File: config.mk
export PLATFORM = sky130hd
export DESIGN_NAME = mem_port_arbiter
export DESIGN_NICKNAME = d
export VERILOG_FILES = /design/src/rtl/mem_port_arbiter.sv
export SDC_FILE = /design/constraint.sdc
export NUM_CORES = 1
export LEC_CHECK = 0
export BUFFER_PORTS_ARGS = -buffer_cell sky130_fd_sc_hd__buf_4
export CAP_MARGIN = 40
export CORE_AREA = 5 5 156 158
export DETAILED_ROUTE_END_ITERATION = 10
export DIE_AREA = 0 0 161 163
export GPL_TIMING_DRIVEN = 0
export SYNTH_ARGS = -nofsm -noshare
export SYNTH_HDL_FRONTEND = slang
export SYNTH_SLANG_ARGS = --single-unit
File: constraint.sdc
create_clock -name clk -period 2.4 [get_ports clk]
set_input_delay 0.36 -clock clk [delete_from_list [all_inputs] [get_ports clk]]
set_output_delay 0.36 -clock clk [all_outputs]
set_load 0.03 [all_outputs]
File: src/rtl/mem_port_arbiter.sv
// Round-robin arbiter/sequencer sharing one 32-bit memory port among four
// requesters, with a watchdog that aborts accesses the memory never completes.
module mem_port_arbiter #(
  parameter int TIMEOUT = 16
) (
  input  logic        clk,
  input  logic        rst_n,
  input  logic [3:0]  req,
  input  logic [31:0] addr0,
  input  logic [31:0] addr1,
  input  logic [31:0] addr2,
  input  logic [31:0] addr3,
  input  logic [31:0] wdata0,
  input  logic [31:0] wdata1,
  input  logic [31:0] wdata2,
  input  logic [31:0] wdata3,
  input  logic [3:0]  we,
  input  logic        mem_ready,
  input  logic [31:0] mem_rdata,
  output logic        mem_req,
  output logic [31:0] mem_addr,
  output logic [31:0] mem_wdata,
  output logic        mem_we,
  output logic [1:0]  sel,
  output logic [3:0]  gnt,
  output logic [3:0]  done,
  output logic [3:0]  err,
  output logic [31:0] rdata
);
  localparam int CW = $clog2(TIMEOUT + 1);

  typedef enum logic {IDLE, BUSY} state_t;

  state_t          state, state_nxt;
  logic [1:0]      ptr, pick;
  logic [CW-1:0]   cnt;
  logic            expired;
  logic [3:0][31:0] addr_v, wdata_v;

  assign addr_v  = {addr3, addr2, addr1, addr0};
  assign wdata_v = {wdata3, wdata2, wdata1, wdata0};

  // Scan from the highest offset down so the lowest offset from ptr wins.
  always_comb begin
    pick = ptr;
    for (int i = 3; i >= 0; i--)
      if (req[ptr + 2'(i)]) pick = ptr + 2'(i);
  end

  assign expired = (cnt == CW'(TIMEOUT - 1));

  always_comb begin
    state_nxt = state;
    case (state)
      IDLE: if (|req) state_nxt = BUSY;
      BUSY: if (mem_ready || expired) state_nxt = IDLE;
      default: state_nxt = IDLE;
    endcase
  end

  always_ff @(posedge clk or negedge rst_n)
    if (!rst_n) state <= IDLE;
    else        state <= state_nxt;

  always_ff @(posedge clk or negedge rst_n) begin
    if (!rst_n) begin
      ptr   <= '0;
      sel   <= '0;
      cnt   <= '0;
      done  <= '0;
      err   <= '0;
      rdata <= '0;
    end else begin
      done <= '0;
      err  <= '0;
      case (state)
        IDLE: if (|req) begin
          sel <= pick;
          cnt <= '0;
        end
        BUSY: begin
          // A ready arriving on the last watchdog cycle still completes normally.
          if (mem_ready) begin
            done  <= 4'b0001 << sel;
            rdata <= mem_rdata;
            ptr   <= sel + 2'd1;
          end else if (expired) begin
            err <= 4'b0001 << sel;
            ptr <= sel + 2'd1;
          end else begin
            cnt <= cnt + 1'b1;
          end
        end
        default: ;
      endcase
    end
  end

  assign mem_req   = (state == BUSY);
  assign gnt       = mem_req ? (4'b0001 << sel) : 4'b0000;
  assign mem_we    = mem_req & we[sel];
  assign mem_addr  = addr_v[sel];
  assign mem_wdata = wdata_v[sel];

endmodule

==> out/qor.csv, run 1 <==
stage,metric,value,unit
status,status,"complete, no violations",
timing,fin_crit,2.28,ns
detailed_routing,initialDrtViolationCount,165,
setup_path,critical_path_buf_inv_count,4,
synthesis,synth-main-ff-cell,dfrtp_1,
setup_path,cp.required,2.04,ns
die,core_area,0.0230,mm^2
timing,setup_tns,0,ns
detailed_routing,wl_met3,1700,um
detailed_routing,topRoutingLayerUsed,met4,
die,start_util,0.158,
global_routing,grt_max_degree,51,
final_layout,syn_to_final_growth,99.7,%
synthesis,avgSynthCellArea,15.7,um^2
setup_path,crit_path_start_kind,register,
timing,fin_hold_ws,0.0997,ns
job,maxCapViolCount,0,
detailed_routing,ant_nets,0,
detailed_routing,wl_met1,6860,um
die,die-area,0.0262,mm^2
die,die-width,161,um
global_routing,grt.overflow.total,0,
placed_design,gp_congestion,0.826,
final_layout,stdcell_count,941,
detailed_routing,dr_wl_met2,9150,um
synthesis,yosys.cell_count.top_type,mux4_2,
timing,slew_violations,0,
timing,rsz0062_at_grt,false,
power_and_ir_drop,pwr_density_cell,1190,mW/mm^2
timing,hold_viol,0,
setup_path,critPathMaxFanout,10,
setup_path,timing.rr.start,cnt[0],
synthesis,postSynthCellCount,231,
power_and_ir_drop,p_clk_frac,0.080,
die,die_h,163,um
detailed_routing,first_pass_iters,6,
clocking,clk_latency,0.29,ns
synthesis,synth_common_cells,"65 x mux4_2, 50 x dfrtp_1, 33 x mux2_2",
final_layout,utilization,0.315,
placed_design,placed_area,0.00707,mm^2
final_layout,drive_gt1_frac,0.820,
synthesis,async_flop_share,1.00,
timing,max_freq,439,MHz
setup_path,slowest_delay,0.54,ns
setup_path,crit_arrival,1.92,ns
detailed_routing,vias_per_cell,4.12,
synthesis,synth_cell_types,30,
synthesis,synthTopCellsByArea,"mux4_2 40%, dfrtp_1 34%, mux2_2 10%",
timing,min_period_over_period,0.948,
placed_design,dp.cells,931,
die,rows,56,
synthesis,synth_top_area_frac,0.403,
power_and_ir_drop,p_switching,4070,uW
power_and_ir_drop,p_leak,0.00349,uW
setup_path,rrSetupSlack,0.55,ns
setup_path,critPathSlowestCell,mux4_2,
timing,max-slew-margin-rel,0.570,
clocking,clock_path_buffers,2,
clocking,clk_pin_slew_worst_paths,0.07,ns
clocking,h-tree-depth,2,
synthesis,synth_area,0.00363,mm^2
power_and_ir_drop,p_int,4540,uW
setup_path,cp-startpoint,sel[0],
clocking,cts_tree,yes,
min_path,hp-class,in -> async,
synthesis,yosys.area.top_type,mux4_2,
power_and_ir_drop,ir_drop,0.000696,V
synthesis,synth_warnings,0,
clocking,cts-hold-fix-buffers,0,
final_layout,diodes,0,
timing,setup_violations,0,
clocking,cts_buffers,5,
final_layout,fill_cells,2362,
detailed_routing,drc_errors,0,
clocking,clkSinkCount,50,
clocking,clockRootBuffer,clkbuf_16,
final_layout,fin_area,0.00725,mm^2
detailed_routing,wl,17900,um
die,pin_count,411,
setup_path,path_cells,buf_6 > buf_12 > buf_6 > mux4_2 > buf_4,
synthesis,syn_nets,537,
synthesis,ys_ff_latch,50,
timing,tightest_slew,0.645,ns
setup_path,critPathMostFrequentCell,buf_6,
global_routing,grt_pass1_wl,25700,um
global_routing,antenna_found_initial,0,
setup_path,end_kind,primary output,
power_and_ir_drop,sw_frac_of_total,0.473,
detailed_routing,post_drt_wl_per_cell,19.0,um
global_routing,grt_usage,0.126,
setup_path,critPathKind,reg -> out,
power_and_ir_drop,seqPwrFrac,0.166,
final_layout,fin_nets,957,
synthesis,seq_area_frac_synth,0.345,
placed_design,dp.final_hpwl,15500,um
setup_path,crit_family,buffers and inverters,
setup_path,ff2ff_path_depth,7,
timing,fin_worst_skew,0.00252,ns
placed_design,port_buffers,410,
detailed_routing,vias,3880,
setup_path,r2r-end,cnt[3],
global_routing,grt_pass1_vias,4214,
power_and_ir_drop,comb_power_share,0.754,
synthesis,synth_edf_count,0,
[cells in the final DEF (no fill, tap or decap)]
master	instances
buf_4	417
nand3_1	1
mux2i_1	1
clkinvlp_4	1
nor2_1	6
a22oi_1	1
nor3b_1	1
clkbuf_16	5
xor2_1	2
o21ai_0	7
a31oi_1	1
buf_2	5
inv_1	8
nor4_1	1
o311ai_0	1
o22ai_1	3
and3_1	5
clkbuf_1	2
nand4_1	1
buf_8	2
mux4_2	65
and2_1	9
nor2b_1	1
dfrtp_1	48
mux2_2	33
buf_6	2
a21oi_1	1
buf_12	2
a221oi_1	1
buf_1	3
nand2_1	6
ha_1	7
dfrtp_2	2
[sequential cells by signal (all words and copies together) (netlist names)]
name and flops:
ptr 2, mem_req 1, rdata 32, done 4, err 4, sel 2, cnt 5
[area by class of cell]
type | count | area, um^2 | share of cell area
Sequential cell | 50 | 1250 | 0.173
Clock inverter | 1 | 7.51 | 0.00104
Tap cell | 290 | 363 | 0.0500
Timing Repair Buffer | 413 | 3110 | 0.429
Buffer | 19 | 150 | 0.0207
Multi-Input combinational cell | 154 | 2200 | 0.304
Clock buffer | 6 | 129 | 0.0178
Inverter | 8 | 30.0 | 0.00414
[metrics by stage]
stage,power [uW],setup WS [ns]
floorplan,5550,0.426
global placement,7950,0.0284
detailed placement,7970,-0.0113
CTS,8690,0.0313
global route,9100,0.0205
finish,8610,0.124
[power groups by stage]
stage	Sequential, uW	Combinational (uW)	Clock (uW)
floorplan	2030	3520	0
global placement	1440	6510	0
detailed placement	1450	6520	0
CTS	1450	6530	710
global route	1490	6860	756
finish	1430	6490	688
[worst max path at each step]
stage / slack (ns) / cells after the start / to
after floorplan: 0.43 / 4 / mem_wdata[10]
after global placement: 0.03 / 6 / gnt[0]
after detailed placement: -0.01 / 6 / gnt[0]
after CTS: 0.03 / 5 / mem_wdata[12]
after global routing: 0.02 / 5 / mem_wdata[12]
final: 0.12 / 5 / mem_wdata[12]
[what timing repair did]
item                                    CTS  global route
endpoints found under the hold margin     0             0
buffers inserted                          0             3
endpoints found under the setup margin   34            11
resized for setup                         3             1
[cells by family (layout without fill, tap and decap cells)]
logic type,Yosys count,in the layout,synth area share
muxes,99,99,0.508
AOI/OAI and AO/OA,15,15,0.0248
and+or+nand+nor,31,31,0.0451
xor gates and xnor gates,2,2,0.00483
buffers and inverters,27,447,0.0482
adders and majority gates,7,7,0.0241
DFF,50,50,0.345
[worst register-to-register path, cell delays in order, from the launching register on]
cell	delay (ns)
dfrtp_1	0.41
ha_1	0.22
and3_1	0.20
ha_1	0.21
nor3b_1	0.34
nand4_1	0.15
xor2_1	0.15
nor2_1	0.05
[routing by layer]
metal / global-route usage / up-vias
li1: - / 1778
met1: 0.151 / 1867
met2: 0.219 / 219
met3: 0.0435 / 16
met4: 0.0248 / 0
met5: 0 / -
Power figures use the tool's default switching activity.
==> run 2: changes to the inputs <==
--- a/config.mk
+++ b/config.mk
@@ -12,3 +12,2 @@
 export DIE_AREA = 0 0 161 163
-export GPL_TIMING_DRIVEN = 0
 export SYNTH_ARGS = -nofsm -noshare
==> constraint.sdc (replaced) <==
create_clock -name clk -period 2.4 [get_ports clk]
set_input_delay 0.12 -clock clk [delete_from_list [all_inputs] [get_ports clk]]
set_output_delay 0.12 -clock clk [all_outputs]
set_load 0.03 [all_outputs]
==> run 2 against run 1 <==
Effect of this change:
- flip-flop and latch count stayed put
- worst setup slack better by 0.17 ns
- critical endpoint is now mem_addr[19]
- total power up 1.1%
- global-route usage up 0.41 points
- non-clock buffer count shrank 7
- sequential share of layout area about the same
- clock-buffer cell count decreased by 1
- critical path type unchanged
==> out/qor.csv, run 2 (synthesis results as in run 1) <==
stage,metric,value,unit
setup_path,critical_path_buf_inv_count,2,
die,core_area,0.0230,mm^2
timing,fin_crit,2.10,ns
timing,max-slew-margin-rel,0.559,
die,pin_count,411,
detailed_routing,initialDrtViolationCount,206,
detailed_routing,vias_per_cell,4.21,
clocking,cts_resized,0,
detailed_routing,ant_nets,0,
global_routing,grt_max_degree,51,
setup_path,slowest_delay,0.69,ns
power_and_ir_drop,sw_frac_of_total,0.468,
die,die_h,163,um
setup_path,path_cells,buf_12 > mux4_2 > buf_4,
final_layout,final_cell_mix,"420 x buf_4, 65 x mux4_2, 48 x dfrtp_1",
power_and_ir_drop,seqPwrFrac,0.177,
final_layout,top_regs,"rdata (32), cnt (5)",
placed_design,port_buffers,410,
die,die-area,0.0262,mm^2
clocking,h-tree-depth,2,
final_layout,utilization,0.316,
global_routing,grt_pass1_vias,4380,
die,die-width,161,um
power_and_ir_drop,p_int,4630,uW
global_routing,grt_pass1_wl,26600,um
final_layout,largest_reg_flops,32,
status,status,"complete, no violations",
job,maxCapViolCount,0,
clocking,clk_latency,0.30,ns
setup_path,crit_path_start_kind,register,
clocking,clkSinkCount,50,
detailed_routing,vias,3932,
setup_path,critPathKind,reg -> out,
timing,hold_viol,0,
setup_path,critPathMaxFanout,21,
global_routing,grt.overflow.total,0,
detailed_routing,drc_errors,0,
placed_design,dp.final_hpwl,15600,um
power_and_ir_drop,p_switching,4080,uW
final_layout,layout_commonest_cell,buf_4,
final_layout,fill_cells,2357,
placed_design,dp.cells,926,
final_layout,top_register,rdata,
setup_path,end_kind,primary output,
global_routing,grt_usage,0.130,
clocking,clk_pin_slew_worst_paths,0.08,ns
min_path,hp-class,in -> reg,
power_and_ir_drop,p_leak,0.00350,uW
die,start_util,0.158,
die,rows,56,
detailed_routing,post_drt_wl_per_cell,19.4,um
timing,fin_worst_skew,0.00757,ns
detailed_routing,wl,18200,um
setup_path,cp.required,2.28,ns
setup_path,critPathSlowestCell,dfrtp_4,
timing,setup_violations,0,
timing,slew_violations,0,
power_and_ir_drop,p_clk_frac,0.097,
final_layout,syn_to_final_growth,100,%
placed_design,gp_congestion,0.897,
global_routing,antenna_found_initial,0,
final_layout,multiInputGateArea,0.00220,mm^2
detailed_routing,first_pass_iters,4,
timing,rsz0062_at_grt,false,
clocking,cts_tree,yes,
clocking,clockRootBuffer,clkbuf_16,
setup_path,crit_family,flip-flops,
timing,setup_tns,0,ns
final_layout,stdcell_count,935,
power_and_ir_drop,pwr_density_cell,1200,mW/mm^2
final_layout,fin_nets,950,
power_and_ir_drop,ir_drop,0.000653,V
final_layout,seqCellArea,0.00126,mm^2
timing,tightest_slew,0.661,ns
final_layout,diodes,0,
clocking,clock_path_buffers,2,
setup_path,crit_arrival,1.98,ns
timing,max_freq,475,MHz
final_layout,drive_gt1_frac,0.825,
timing,min_period_over_period,0.877,
clocking,cts_buffers,5,
power_and_ir_drop,comb_power_share,0.726,
run 2: changes by cell type in the layout (fill, tap and decap cells not counted), sizes merged:
| cell | delta |
|---|---|
| clkbuf | -2 |
| buf | -7 |
| inv | +1 |
| bufinv | +1 |
| dlygate4sd3 | +1 |
run 2: metrics by stage:
stage | hold WS (ns) | worst slack [ns] | cell area, um^2 | total power, uW
final | 0.0455 | 0.296 | 7270 | 8710
after global routing | 0.0280 | 0.170 | 7270 | 9220
after CTS | 0.0285 | 0.198 | 7270 | 8860
after detailed placement | 0.204 | 0.529 | 7090 | 7970
after global placement | 0.206 | 0.568 | 7090 | 7940
after floorplan | -0.176 | 0.651 | 3630 | 5550
run 2: repair_timing:
action,in CTS,in global routing
hold endpoints to repair,50,0
hold buffers,1,0
buffers inserted,0,0
run 2: cell type report:
cell class	instances	area share
Inverter	8	0.00413
Clock inverter	3	0.00671
Sequential cell	50	0.173
Tap cell	290	0.0499
Timing Repair Buffer	425	0.446
Clock buffer	5	0.0172
Multi-Input combinational cell	154	0.303
run 2: worst paths after layout:
| check | startpoint | endpoint | slack, ns | depth (start not counted) |
|---|---|---|---|---|
| max | sel[0] | mem_addr[19] | 0.30 | 3 |
| min | mem_rdata[23] | rdata[23] | 0.05 | 2 |
| max reg2reg | cnt[0] | cnt[3] | 0.57 | 7 |
| min reg2reg | cnt[0] | cnt[0] | 0.50 | 1 |
| max in group asynchronous | rst_n | sel[0] | 1.50 | 2 |
| min in group asynchronous | rst_n | rdata[11] | 0.40 | 2 |
run 2: per-layer routing:
layer  share of wire  track usage  up-vias
met5               0            0        -
met4           0.025       0.0380        0
met3           0.097       0.0488       31
met2            0.50        0.217      224
met1            0.38        0.156     1909
li1                -            -     1768
run 2: power by group through the flow:
stage	Clock (uW)	Combinational [uW]	Sequential (uW)
2_1_floorplan	0	3520	2030
6_report	845	6320	1540
3_5_place_dp	0	6400	1570
3_3_place_gp	0	6390	1560
4_1_cts	891	6400	1570
5_1_grt	925	6680	1620
==> run 3: changes to the inputs <==
Settings changed: REMOVE_ABC_BUFFERS set to 1.
==> run 3 against run 2 <==
Effect of this change:
- total power fell by 0.58%
- final area fell by 0.76%
- critical path depth did not move
- combinational power barely moved
- sequential share of layout area rose by 0.13 points
- non-clock buffer count fell by 3
- sequential power barely moved
- die area did not move
- worst hold slack improved by 0.013 ns
- register-to-register slack improved by 0.03 ns
- via count rose by 0.41%
- critical path type unchanged
- critical endpoint is now mem_wdata[24]
- largest power group unchanged
- highest routed layer unchanged
==> out/qor.csv, run 3 (synthesis results as in run 1) <==
stage,metric,value,unit
status,status,"complete, no violations",
global_routing,grt_usage,0.133,
die,rows,56,
detailed_routing,post_drt_wl_per_cell,20.3,um
detailed_routing,drc_errors,0,
final_layout,diodes,0,
final_layout,seqCellArea,0.00126,mm^2
final_layout,stdcell_count,932,
setup_path,critPathSlowestCell,dfrtp_4,
timing,setup_violations,0,
placed_design,placed_area,0.00704,mm^2
die,start_util,0.158,
setup_path,critPathMaxFanout,14,
global_routing,gr-usage-met1,0.178,
setup_path,cp.required,2.28,ns
min_path,hp-class,in -> reg,
timing,fin_hold_ws,0.0590,ns
clocking,cts_tree,yes,
global_routing,grt.overflow.total,0,
setup_path,crit_path_start_kind,register,
timing,fin_crit,2.09,ns
final_layout,multiInputGateArea,0.00220,mm^2
power_and_ir_drop,p_leak,0.00347,uW
clocking,clk_pin_slew_worst_paths,0.07,ns
final_layout,top_regs,"rdata (32), cnt (5)",
clocking,clk_latency,0.29,ns
final_layout,drive_gt1_frac,0.822,
die,die-width,161,um
setup_path,cp-startpoint,sel[0],
clocking,clockRootBuffer,clkbuf_16,
detailed_routing,vias_per_cell,4.24,
placed_design,dp.final_hpwl,16700,um
setup_path,crit_arrival,1.97,ns
detailed_routing,vias,3948,
final_layout,final_cell_mix,"419 x buf_4, 65 x mux4_2, 48 x dfrtp_1",
global_routing,grt_pass1_vias,4343,
die,die_h,163,um
timing,slew_violations,0,
setup_path,critPathKind,reg -> out,
clocking,clkSinkCount,50,
placed_design,port_buffers,410,
global_routing,met3_usage,0.0390,
die,pin_count,411,
clocking,cts_setup_buffers,0,
timing,setup_tns,0,ns
final_layout,largest_reg_flops,32,
timing,hold_viol,0,
clocking,cts_buffers,5,
global_routing,antenna_found_initial,1,
detailed_routing,wl,18900,um
final_layout,layout_commonest_cell,buf_4,
final_layout,fin_area,0.00722,mm^2
setup_path,slowest_delay,0.59,ns
die,core_area,0.0230,mm^2
setup_path,timing.rr.start,cnt[0],
timing,min_period_over_period,0.873,
die,die-area,0.0262,mm^2
timing,rsz0062_at_grt,false,
global_routing,grt_max_degree,51,
final_layout,top_register,rdata,
setup_path,critPathMostFrequentCell,buf_4,
clocking,clock_path_buffers,2,
setup_path,end_kind,primary output,
placed_design,dp.cells,923,
timing,max_freq,477,MHz
global_routing,use_met2,0.217,
setup_path,path_cells,buf_4 > mux4_2 > buf_4,
clocking,h-tree-depth,2,
global_routing,busiest_layer,met2,
final_layout,syn_to_final_growth,98.7,%
placed_design,gp_congestion,0.870,
timing,fin_worst_skew,0.00393,ns
job,maxCapViolCount,0,
min_path,worstHoldStart,mem_rdata[1],
power_and_ir_drop,ir_drop,0.000446,V
final_layout,fill_cells,2393,
timing,max-slew-margin-rel,0.577,
timing,tightest_slew,0.635,ns
final_layout,fin_nets,947,
power_and_ir_drop,pwr_density_cell,1200,mW/mm^2
detailed_routing,ant_nets,0,
detailed_routing,initialDrtViolationCount,190,
global_routing,grt_pass1_wl,26700,um
power_and_ir_drop,p_total,8660,uW
detailed_routing,first_pass_iters,4,
## run 3: changes by cell type in the layout (fill, tap and decap cells not counted), sizes merged
cell	delta
clkbuf	+1
inv	-1
buf	-3
## run 3: final timing paths
path	endpoint	slack (ns)	cells past startpoint
min in group asynchronous	rdata[12]	0.41	2
max in group asynchronous	sel[0]	1.51	2
min	rdata[1]	0.06	2
max	mem_wdata[24]	0.31	3
max reg2reg	ptr[1]	0.60	5
min reg2reg	rdata[17]	0.51	1
## run 3: worst max-delay path, delay by kind of cell (launching register included)
family / cells / cell delay [ns]
buffers and inverters: 2 / 0.52
flip-flops: 1 / 0.59
multiplexers: 1 / 0.57
## run 3: cell type report
class                      instances  area share
tap                              290      0.0503
timing repair buffer             422       0.443
sequential                        50       0.174
multi-input combinational        154       0.306
clock inverter                     2     0.00520
inverter                           8     0.00416
clock buffer                       6      0.0179
## run 3: report_power, final
part	internal, uW	leakage [uW]	switching (uW)
clock network	492	0.0000771	304
logic	2870	0.00279	3470
registers	1200	0.000608	317
## run 3: metrics by stage
step                setup WS, ns   util
floorplan                  -1.48      -
global placement           0.576  0.306
detailed placement         0.573  0.306
CTS                        0.246  0.314
global route               0.162  0.314
finish                     0.305  0.314
## run 3: repair_timing
item	CTS	global route
hold buffers	1	0
endpoints found under the setup margin	0	0
resized for setup	0	0
endpoints found under the hold margin	50	0
## run 3: routing by layer
| metal | vias up | wire [um] |
|---|---|---|
| met5 | - | 0 |
| met4 | 0 | 236 |
| met3 | 12 | 2080 |
| met2 | 243 | 9250 |
| met1 | 1932 | 7330 |
| li1 | 1761 | - |
